$ cat src/rtl/spi_sram_pkg.sv
// Shared opcodes, FSM state type and byte-select helpers for the SPI SRAM bridge.
package spi_sram_pkg;

  localparam logic [7:0] OP_READ  = 8'h03;
  localparam logic [7:0] OP_WRITE = 8'h02;
  localparam logic [7:0] OP_WRMR  = 8'h01;
  localparam logic [7:0] MODE_SEQ = 8'h40;

  typedef enum logic [1:0] {INIT, IDLE, SHIFT, DONE} state_t;

  // A write is only sent when its byte lanes form one contiguous run.
  function automatic logic sel_legal(input logic [3:0] s);
    case (s)
      4'b0001, 4'b0010, 4'b0100, 4'b1000,
      4'b0011, 4'b0110, 4'b1100,
      4'b0111, 4'b1110, 4'b1111: sel_legal = 1'b1;
      default:                   sel_legal = 1'b0;
    endcase
  endfunction

  function automatic logic [1:0] sel_lo(input logic [3:0] s);
    if (s[0])      sel_lo = 2'd0;
    else if (s[1]) sel_lo = 2'd1;
    else if (s[2]) sel_lo = 2'd2;
    else           sel_lo = 2'd3;
  endfunction

  function automatic logic [1:0] sel_hi(input logic [3:0] s);
    if (s[3])      sel_hi = 2'd3;
    else if (s[2]) sel_hi = 2'd2;
    else if (s[1]) sel_hi = 2'd1;
    else           sel_hi = 2'd0;
  endfunction

endpackage

$ cat src/rtl/spi_sram_shifter.sv
// SPI mode-0 bit engine: shifts out up to 64 bits MSB first and keeps the last 32 received bits.
// Handshake: a one-cycle start loads tx/nbits; done is high in the final cycle of the last SCLK-high phase.
module spi_sram_shifter #(
  parameter int CLK_DIV = 1
) (
  input  logic        clk,
  input  logic        rst_n,
  input  logic        start,
  input  logic [6:0]  nbits,
  input  logic [63:0] tx,
  input  logic        miso,
  output logic        sclk,
  output logic        mosi,
  output logic        done,
  output logic [31:0] rx
);

  localparam int PW = $clog2(CLK_DIV + 1);

  logic          busy;
  logic [PW-1:0] phase;
  logic [6:0]    bit_left;
  logic [63:0]   tx_sr;
  logic          phase_end;

  assign phase_end = (phase == PW'(CLK_DIV - 1));
  assign done      = busy && sclk && phase_end && (bit_left == 7'd0);

  always_ff @(posedge clk or negedge rst_n) begin
    if (!rst_n) begin
      busy     <= 1'b0;
      sclk     <= 1'b0;
      mosi     <= 1'b0;
      phase    <= '0;
      bit_left <= '0;
      tx_sr    <= '0;
      rx       <= '0;
    end else if (start) begin
      busy     <= 1'b1;
      sclk     <= 1'b0;
      mosi     <= tx[63];
      tx_sr    <= {tx[62:0], 1'b0};
      bit_left <= nbits - 7'd1;
      phase    <= '0;
    end else if (busy) begin
      if (!phase_end) begin
        phase <= phase + PW'(1);
      end else begin
        phase <= '0;
        if (!sclk) begin
          // Rising SCLK: the device already put its bit out on the previous falling edge.
          sclk <= 1'b1;
          rx   <= {rx[30:0], miso};
        end else if (bit_left == 7'd0) begin
          busy <= 1'b0;
          sclk <= 1'b0;
          mosi <= 1'b0;
        end else begin
          sclk     <= 1'b0;
          mosi     <= tx_sr[63];
          tx_sr    <= {tx_sr[62:0], 1'b0};
          bit_left <= bit_left - 7'd1;
        end
      end
    end
  end

endmodule

$ cat src/rtl/spi_sram_ctrl.sv
// Wishbone-classic to multi-device SPI SRAM bridge: FSM, chip-select decode and read-data assembly.
// Define SPI_SRAM_MODE_INIT_EN to write sequential mode (WRMR 0x40) into every device after reset.
module spi_sram_ctrl
  import spi_sram_pkg::*;
#(
  parameter  int NUM_CS  = 2,
  parameter  int DEV_AW  = 17,
  parameter  int CLK_DIV = 1,
  localparam int ADDR_W  = DEV_AW - 2 + $clog2(NUM_CS)
) (
  input  logic              clk,
  input  logic              rst_n,
  input  logic              cyc,
  input  logic [ADDR_W-1:0] adr,
  input  logic              we,
  input  logic [31:0]       dat_i,
  input  logic [3:0]        sel,
  output logic [31:0]       dat_o,
  output logic              ack,
  input  logic              spi_miso,
  output logic              spi_clk,
  output logic              spi_mosi,
  output logic [NUM_CS-1:0] spi_cs_n
);

  localparam int CS_W = (NUM_CS > 1) ? $clog2(NUM_CS) : 1;

  state_t           state;
  logic             hold;
  logic             skip;
  logic             start;
  logic             rd;
  logic [CS_W-1:0]  dev;
  logic [6:0]       nbits;
  logic [63:0]      tx;
  logic             done;
  logic [31:0]      rx;

  logic [CS_W-1:0]  req_dev;
  logic [1:0]       lo;
  logic [1:0]       hi;
  logic [2:0]       nbytes;
  logic [23:0]      byte_addr;
  logic [31:0]      lane_sh;
  logic [31:0]      wr_data;
  logic [6:0]       req_nbits;

`ifdef SPI_SRAM_MODE_INIT_EN
  logic [CS_W-1:0]  init_dev;
  logic             init_run;
`endif

  generate
    if (NUM_CS > 1) begin : g_dec
      assign req_dev = adr[ADDR_W-1 -: CS_W];
    end else begin : g_single
      assign req_dev = '0;
    end
  endgenerate

  // Reads always fetch a whole word starting at lane 0.
  assign lo        = we ? sel_lo(sel) : 2'd0;
  assign hi        = we ? sel_hi(sel) : 2'd3;
  assign nbytes    = {1'b0, hi} - {1'b0, lo} + 3'd1;
  assign byte_addr = 24'({adr[DEV_AW-3:0], lo});
  assign lane_sh   = dat_i >> {lo, 3'b000};
  assign wr_data   = {lane_sh[7:0], lane_sh[15:8], lane_sh[23:16], lane_sh[31:24]};
  assign req_nbits = 7'd32 + 7'({nbytes, 3'b000});

  spi_sram_shifter #(.CLK_DIV(CLK_DIV)) u_shifter (
    .clk   (clk),
    .rst_n (rst_n),
    .start (start),
    .nbits (nbits),
    .tx    (tx),
    .miso  (spi_miso),
    .sclk  (spi_clk),
    .mosi  (spi_mosi),
    .done  (done),
    .rx    (rx)
  );

  always_ff @(posedge clk or negedge rst_n) begin
    if (!rst_n) begin
`ifdef SPI_SRAM_MODE_INIT_EN
      state    <= INIT;
      init_dev <= '0;
      init_run <= 1'b0;
`else
      state    <= IDLE;
`endif
      spi_cs_n <= '1;
      ack      <= 1'b0;
      dat_o    <= '0;
      start    <= 1'b0;
      hold     <= 1'b0;
      skip     <= 1'b0;
      rd       <= 1'b0;
      dev      <= '0;
      nbits    <= '0;
      tx       <= '0;
    end else begin
      start <= 1'b0;
      ack   <= 1'b0;
      // Chip select drops together with the first SCLK-low phase.
      if (start) spi_cs_n <= ~(NUM_CS'(1) << dev);
      case (state)
        INIT: begin
`ifdef SPI_SRAM_MODE_INIT_EN
          if (!init_run) begin
            start    <= 1'b1;
            init_run <= 1'b1;
            dev      <= init_dev;
            nbits    <= 7'd16;
            tx       <= {OP_WRMR, MODE_SEQ, 48'h0};
          end else if (done) begin
            spi_cs_n <= '1;
            init_run <= 1'b0;
            if (init_dev == CS_W'(NUM_CS - 1)) state <= IDLE;
            else init_dev <= init_dev + CS_W'(1);
          end
`else
          state <= IDLE;
`endif
        end
        IDLE: begin
          hold <= 1'b0;
          if (cyc && !hold) begin
            rd    <= !we;
            dev   <= req_dev;
            nbits <= req_nbits;
            tx    <= {(we ? OP_WRITE : OP_READ), byte_addr, (we ? wr_data : 32'h0)};
            if (we && !sel_legal(sel)) skip <= 1'b1;
            else start <= 1'b1;
            state <= SHIFT;
          end
        end
        SHIFT: begin
          if (skip) begin
            skip  <= 1'b0;
            ack   <= 1'b1;
            state <= DONE;
          end else if (done) begin
            spi_cs_n <= '1;
            ack      <= 1'b1;
            state    <= DONE;
            if (rd) dat_o <= {rx[7:0], rx[15:8], rx[23:16], rx[31:24]};
          end
        end
        DONE: begin
          hold  <= 1'b1;
          state <= IDLE;
        end
        default: state <= IDLE;
      endcase
    end
  end

endmodule

$ cat config.mk
export PLATFORM = sky130hd
export DESIGN_NAME = spi_sram_ctrl
export DESIGN_NICKNAME = d
export VERILOG_FILES = /design/src/rtl/spi_sram_pkg.sv /design/src/rtl/spi_sram_shifter.sv /design/src/rtl/spi_sram_ctrl.sv
export SDC_FILE = /design/constraint.sdc
export NUM_CORES = 1
export LEC_CHECK = 0
export ABC_AREA = 1
export BUFFER_PORTS_ARGS = -buffer_cell sky130_fd_sc_hd__buf_2
export CORE_ASPECT_RATIO = 1.1
export CORE_UTILIZATION = 53
export CTS_CLUSTER_DIAMETER = 40
export CTS_CLUSTER_SIZE = 25
export DETAILED_ROUTE_END_ITERATION = 10
export PLACE_DENSITY = 0.8
export SETUP_SLACK_MARGIN = 0.15
export SLEW_MARGIN = 20
export SYNTH_ARGS = -nofsm -noshare
export SYNTH_HDL_FRONTEND = slang
export SYNTH_SLANG_ARGS = --single-unit
$ cat constraint.sdc
create_clock -name clk -period 1.6 [get_ports clk]
set_input_delay 0.4 -clock clk [delete_from_list [all_inputs] [get_ports clk]]
set_output_delay 0.4 -clock clk [all_outputs]
set_load 0.05 [all_outputs]
# Word-level counts from Yosys, hierarchy flattened
# Memory sizes are Yosys's and may differ from the RTL's.
# Cells that the tools add are included.
# word_totals
elab_cells	120
in_bits	57
rom_bits	16
reg_bits	213
mem_count	1
# op_classes
n_reduce_logical	23
n_mux	57
bitwise_logic	5
n_addsub	6
eq_ne	8
n_shift	2
# memory_table
name	words	word_bits	rd	rd_clocked_by_memory_dff	wr	line_no	rtl
(no name shown)	16	1	1	0	0	spi_sram_pkg.sv:13	case (s)
# op_table
op	n
two-way mux 64 bit	5
two-way mux 7 bit	5
two-way mux 32 bit	1
>> shifter 32 x 5 -> 32 bit	1
two-way mux 1 bit	30
two-way mux 2 bit	13
subtractor 7 x 1 -> 7 bit (second input constant)	2
AND reduction 4 bit	3
!= test 2 bit (second input constant)	4
nonzero test 2 bit	4
adder 6 x 6 -> 7 bit (first input constant)	1
logical NOT 7 bit	1
case mux 2 bit (3 select lines)	1
AND reduction 2 bit	3
AND reduction 3 bit	2
logical AND 1 bit	5
equality test 2 bit (second input constant)	2
NOT 1 bit	4
case mux 1 bit (2 select lines)	2
adder 3 x 1 -> 3 bit (second input constant)	1
logical NOT 1 bit	3
!= test 3 bit (second input constant)	1
subtractor 2 x 2 -> 3 bit	1
equality test 2 x 1 -> 1 bit (second input constant)	1
other kinds (5)	5

# Depth between registers and ports, before layout
# logic_depth
word_depth	9
depth_mapped	10

# By module
# A second synthesis with hierarchy kept.
# hier_totals
cells_unflattened	1042
area_unflattened_um2	9235.1
# modules_own_cells
mod	instances	area_each_um2	cells_per_inst	seq_area_each_um2
spi_sram_shifter	1	4972.3	592	2627.5
spi_sram_ctrl	1	4262.8	450	2406.1

# Least setup slack after synthesis
# Ideal clock, no wire load.
# synth_path
kind	input to register
startpoint	in sel[1]
endpoint	reg nbits[5]
stages	10
arrival_time_ns	1.730
required_time_ns	1.481
path_slack_ns	-0.249
path_cell_list	nor2_1 > inv_1 > nor2_2 > buf_2 > ha_1 > inv_1 > ha_1 > xor2_1 > nand2_1 > o21a_1
# synth_lines
element	line_no	rtl
start: declaration	spi_sram_ctrl.sv:17	input logic [3:0] sel,
two-way mux 2 bit	spi_sram_pkg.sv:23	else if (s[1]) sel_lo = 2'd1;
two-way mux 2 bit	spi_sram_pkg.sv:22	if (s[0]) sel_lo = 2'd0;
two-way mux 2 bit	spi_sram_ctrl.sv:62	assign lo = we ? sel_lo(sel) : 2'd0;
via lo[1]	spi_sram_ctrl.sv:40	logic [1:0] lo;
subtractor 2 x 2 -> 3 bit	spi_sram_ctrl.sv:64	assign nbytes = {1'b0, hi} - {1'b0, lo} + 3'd1;
adder 3 x 1 -> 3 bit	spi_sram_ctrl.sv:64	
adder 6 x 6 -> 7 bit	spi_sram_ctrl.sv:68	assign req_nbits = 7'd32 + 7'({nbytes, 3'b000});
end signal: assignment	spi_sram_ctrl.sv:131	nbits <= req_nbits;
end: declaration	spi_sram_ctrl.sv:34	logic [6:0] nbits;
# The timed path passes the listed nets, and every way through them passes these cells.
# A chain may end at the register's enable or synchronous reset.

# Worst setup path in the final report
# layout_path
startpoint	reg u_shifter.bit_left[0]
endpoint	reg dat_o[28]
# layout_between
elab_chain_len	3
# layout_rtl
element	line_no	rtl
start: declaration	spi_sram_shifter.sv:22	logic [6:0] bit_left;
start signal: assignment	spi_sram_shifter.sv:43	bit_left <= nbits - 7'd1;
start signal: assignment	spi_sram_shifter.sv:62	bit_left <= bit_left - 7'd1;
logical NOT 7 bit	spi_sram_shifter.sv:27	assign done = busy && sclk && phase_end && (bit_left == 7'd0);
logical AND 1 bit	spi_sram_shifter.sv:27	
AND reduction 4 bit (no line)	--	
end signal: assignment	spi_sram_ctrl.sv:147	if (rd) dat_o <= {rx[7:0], rx[15:8], rx[23:16], rx[31:24]};
end: declaration	spi_sram_ctrl.sv:18	output logic [31:0] dat_o,
# No other way between the ends.

==> summary.md <==
- **main combinational cell family by area after synthesis** simple AND/OR/NAND/NOR gates
- **crit path launch type** register
- **reg-to-reg startpoint** u_shifter.bit_left[0]
- **initial antenna violation count** 0
- **I/O pin count** 94
- **Maximum Capacitance Violations** 0
- **Final Net Count** 1375
- **total via count after detailed routing** 9539
- **maximum number of pins on one net before global-route repair** 66
- **RSZ-0062 raised after global routing** true
- **final worst path period need** 1830 ps
- **share of layout cells above drive strength 1** 41.6%
- **CTS HTree Levels** 1
- **nets in the synthesized netlist** 1162
- **Crit Path Category** register to register
- **relative area change from synthesis to final layout** 56.5%
- **Site Rows** 49
- **Worst Slack Setup Final** -226 ps
- **placer's final routability congestion estimate** 0.851
- **Final Cell Area** 14100 µm²
- **depth of the most critical reg-to-reg path** 10
- **proportion of synthesized area in mux cells** 0%
- **total count of max-transition violations in the final report** 0
- **total power** 31.8 mW
- **P_int** 18.2 mW
- **count of TritonRoute iterations in the first routing pass** 6
- **R2R Setup Slk** -230 ps
- **Fin Clk Skew** 27.3 ps
- **average wire per standard cell** 23.3 µm
- **end point of the most critical hold path** tx[34]
- **source-to-sink clock delay at the later pin of the worst-skew pair** 540 ps
- **predominant post-synthesis flop cell** sky130_fd_sc_hd__dfrtp_1
- **distinct cell type count after synthesis** 34
- **worst r2r dst** dat_o[28]
- **asr flop ratio synth** 100%
- **crit share post-route** 114%
- **violations in the final reports** negative setup slack
- **post-synth design cell area** 9000 µm²
- **synthesis-stage register bit count** 201
- **Post-synth EDFFs** 0
- **detail-routed via count per cell** 6.21
- **yosys warns** 0
- **result of the run** complete, but fails checks
- **maximum fanout count along the critical path** 5
- **floorplan core area** 16500 µm²
- **simple logic cell fraction of the synthesized area** 22.6%
- **Sw Pwr** 13.5 mW
- **clock tree sinks** 201
- **Horiz. Die Dim** 126 µm
- **initial core utilization** 54.6%
- **class of the worst hold path** input port to register
- **worst relative slew slack** 66.5%
- **share of synthesized cell area in full adder, half adder and majority cells** 1.11%
- **startpoint of the most critical hold path** adr[0]
- **layout filler cell count** 696
- **average size of a mapped cell** 8.21 µm²
- **drt drc** 0
- **power density over the cells** 2250 nW/µm²
- **master cell of the clock root buffer** sky130_fd_sc_hd__clkbuf_16
- **data arrival time of the critical path** 2270 ps
- **cell count after placement** 1367
- **Final Hold Vio Count** 0
- **clock share of power** 21.7%
- **switch share** 42.6%
- **CP Capture Type** register
- **TritonCTS clock tree** yes
- **first-pass GRT wire length** 43.9 mm
- **cell area reported after detailed placement** 9930 µm²
- **Synth Area in Compound Gates** 12.4%
- **proportion of synthesized chip area in sequential cells** 55.9%
- **number of buffers added by the clock tree synthesis step** 28
- **sequential share of power** 28.3%
- **area of the die** 17500 µm²
- **number of cells produced by synthesis** 1097
- **leakage power** 7.15 nW
- **antenna cells** 0
- **number of global-route vias before repair** 8412
- **area share of xor/xnor cells in the synthesized design** 0.389%
- **Max Clk Rate** 548 MHz
- **overall routing resource usage** 31.7%
- **count of buffers inserted at the top-level ports** 93
- **routed wire length** 35.7 mm
- **placed wire-length estimate** 12.1 mm
- **clock-pin slew reported for the worst setup and hold paths after clock tree synthesis** 60 ps
- **maximum ir drop on the vdd rail** 1200 µV
- **hold path depth** 3
- **iteration-0 DRC count of the detailed router** 1144
- **final global-route overflow total** 0
- **Final Setup Violations** 93
- **antenna violation net count after detailed routing** 0
- **Bufs on Longest Clock Path** 3
- **Logic pwr share** 50.0%
- **Worst Path Required** 2040 ps
- **Die Span Y** 139 µm
- **Worst Tran Pin Value** 497 ps
- **final hold slack** 70.0 ps
- **number of non-filler instances in the completed layout** 1536
[what timing repair did]
| item | in CTS | in global routing |
|---|---|---|
| hold buffers | 1 | 0 |
| pin swaps | 55 | 50 |
| gates resized for setup | 223 | 303 |
| gates cloned | 19 | 9 |
| endpoints found under the setup margin | 159 | 212 |
| endpoints found under the hold margin | 29 | 0 |
| buffers inserted | 48 | 40 |
[logic make-up (layout without fill, tap and decap cells)]
group	Yosys count	after routing
AOI/OAI and AO/OA	209	209
buffers and inverters	166	401
DFF	201	201
xor gates and xnor gates	4	4
and+or+nand+nor	509	509
adders and majority gates	8	8
[layer usage]
metal | part of all wire (%) | global-route usage [%] | wire, µm | vias to the layer above
met2 | 49 | 55.3 | 17500 | 819
met5 | 0 | 0 | 0 | -
li1 | - | - | - | 3915
met3 | 9.2 | 5.36 | 3290 | 263
met4 | 7.5 | 13.4 | 2690 | 0
met1 | 34 | 38.8 | 12200 | 4542
[cell usage after synthesis (5+ instances only)]
cell	number	area, µm²
sky130_fd_sc_hd__buf_2	28	140
sky130_fd_sc_hd__a22o_1	5	43.8
sky130_fd_sc_hd__inv_2	8	30.0
sky130_fd_sc_hd__o21ai_1	21	105
sky130_fd_sc_hd__inv_1	98	368
sky130_fd_sc_hd__nor2_1	26	97.6
sky130_fd_sc_hd__a21oi_1	28	140
sky130_fd_sc_hd__ha_1	8	100
sky130_fd_sc_hd__or2_0	5	31.3
sky130_fd_sc_hd__o21ai_0	138	691
sky130_fd_sc_hd__nand3_1	57	285
sky130_fd_sc_hd__nand2_1	410	1540
sky130_fd_sc_hd__dfrtp_1	198	4950
sky130_fd_sc_hd__o211ai_1	9	67.6
sky130_fd_sc_hd__clkbuf_1	26	97.6
[power by group through the flow]
stage | logic [mW] | clock network (mW) | registers [mW]
after global routing | 16.5 | 7.12 | 9.05
after detailed placement | 7.62 | 0 | 8.39
final | 15.9 | 6.91 | 8.98
after floorplan | 4.61 | 0 | 9.38
after global placement | 7.39 | 0 | 8.32
after CTS | 11.2 | 6.72 | 8.46
[final cells by class]
type / count / area, µm² / area share (%)
Clock buffer: 34 / 774 / 5.50
Clock inverter: 18 / 249 / 1.77
Inverter: 106 / 433 / 3.07
Multi-Input combinational cell: 730 / 4530 / 32.1
Sequential cell: 201 / 5040 / 35.7
Tap cell: 204 / 255 / 1.81
Timing Repair Buffer: 243 / 2810 / 20.0
[flip-flops by register name, summed over array words and instances (netlist names)]
signal and flops:
u_shifter.rx 32, dev 1, nbits 4, u_shifter.bit_left 7
start 1, ack 1, tx 51, u_shifter.sclk 1
skip 1, spi_cs_n 2, u_shifter.busy 1, state 2
u_shifter.tx_sr 63, dat_o 32, hold 1, u_shifter.mosi 1
[cells in the final DEF (no fill, tap or decap), types with 6 or more instances in the layout]
cell	instances
sky130_fd_sc_hd__buf_2	55
sky130_fd_sc_hd__nand2_4	58
sky130_fd_sc_hd__o21ai_0	67
sky130_fd_sc_hd__buf_4	66
sky130_fd_sc_hd__nor2_4	8
sky130_fd_sc_hd__nand2_2	65
sky130_fd_sc_hd__buf_16	18
sky130_fd_sc_hd__o21ai_4	8
sky130_fd_sc_hd__o211ai_1	9
sky130_fd_sc_hd__nand3_1	35
sky130_fd_sc_hd__buf_12	24
sky130_fd_sc_hd__inv_2	15
sky130_fd_sc_hd__nand3_2	17
sky130_fd_sc_hd__buf_8	9
sky130_fd_sc_hd__o21ai_2	49
sky130_fd_sc_hd__nor2_1	21
sky130_fd_sc_hd__nand3_4	6
sky130_fd_sc_hd__o21ai_1	36
sky130_fd_sc_hd__dfrtp_1	195
sky130_fd_sc_hd__inv_6	6
sky130_fd_sc_hd__buf_6	60
sky130_fd_sc_hd__nand2_1	286
sky130_fd_sc_hd__clkbuf_16	37
sky130_fd_sc_hd__a21oi_2	8
sky130_fd_sc_hd__a21oi_1	18
sky130_fd_sc_hd__inv_1	85
[worst max-delay path by stage]
stage,startpoint,to,slack [ps],cells past startpoint
after global placement,state[0],tx[1],-30,7
after floorplan,sel[1],nbits[5],-20,10
after global routing,u_shifter.bit_left[0],dat_o[28],-320,10
after detailed placement,state[0],tx[1],-140,7
after CTS,spi_cs_n[0],spi_cs_n[0],-20,1
final,u_shifter.bit_left[0],dat_o[28],-230,10
[worst max-delay path, cell delays in order, from the launching register on]
cell and delay (ps):
sky130_fd_sc_hd__dfrtp_1 440, sky130_fd_sc_hd__inv_2 110, sky130_fd_sc_hd__nand2_2 60, sky130_fd_sc_hd__nor2_2 150, sky130_fd_sc_hd__nand3_4 110, sky130_fd_sc_hd__nor2_4 200
sky130_fd_sc_hd__buf_8 170, sky130_fd_sc_hd__buf_6 110, sky130_fd_sc_hd__buf_16 110, sky130_fd_sc_hd__nand3_1 70, sky130_fd_sc_hd__nand2_1 190
[per-stage QoR]
step / TNS [ps] / utilization [%] / setup WS (ps)
finish: -7930 / 85.4 / -226
global route: -13570 / 85.4 / -315
CTS: -69.3 / 76.2 / -24.6
detailed placement: -1360 / 60.2 / -136
global placement: -71.8 / 60.2 / -31.5
floorplan: -19.7 / - / -19.7
No activity file was read; power rests on OpenSTA's default activity.
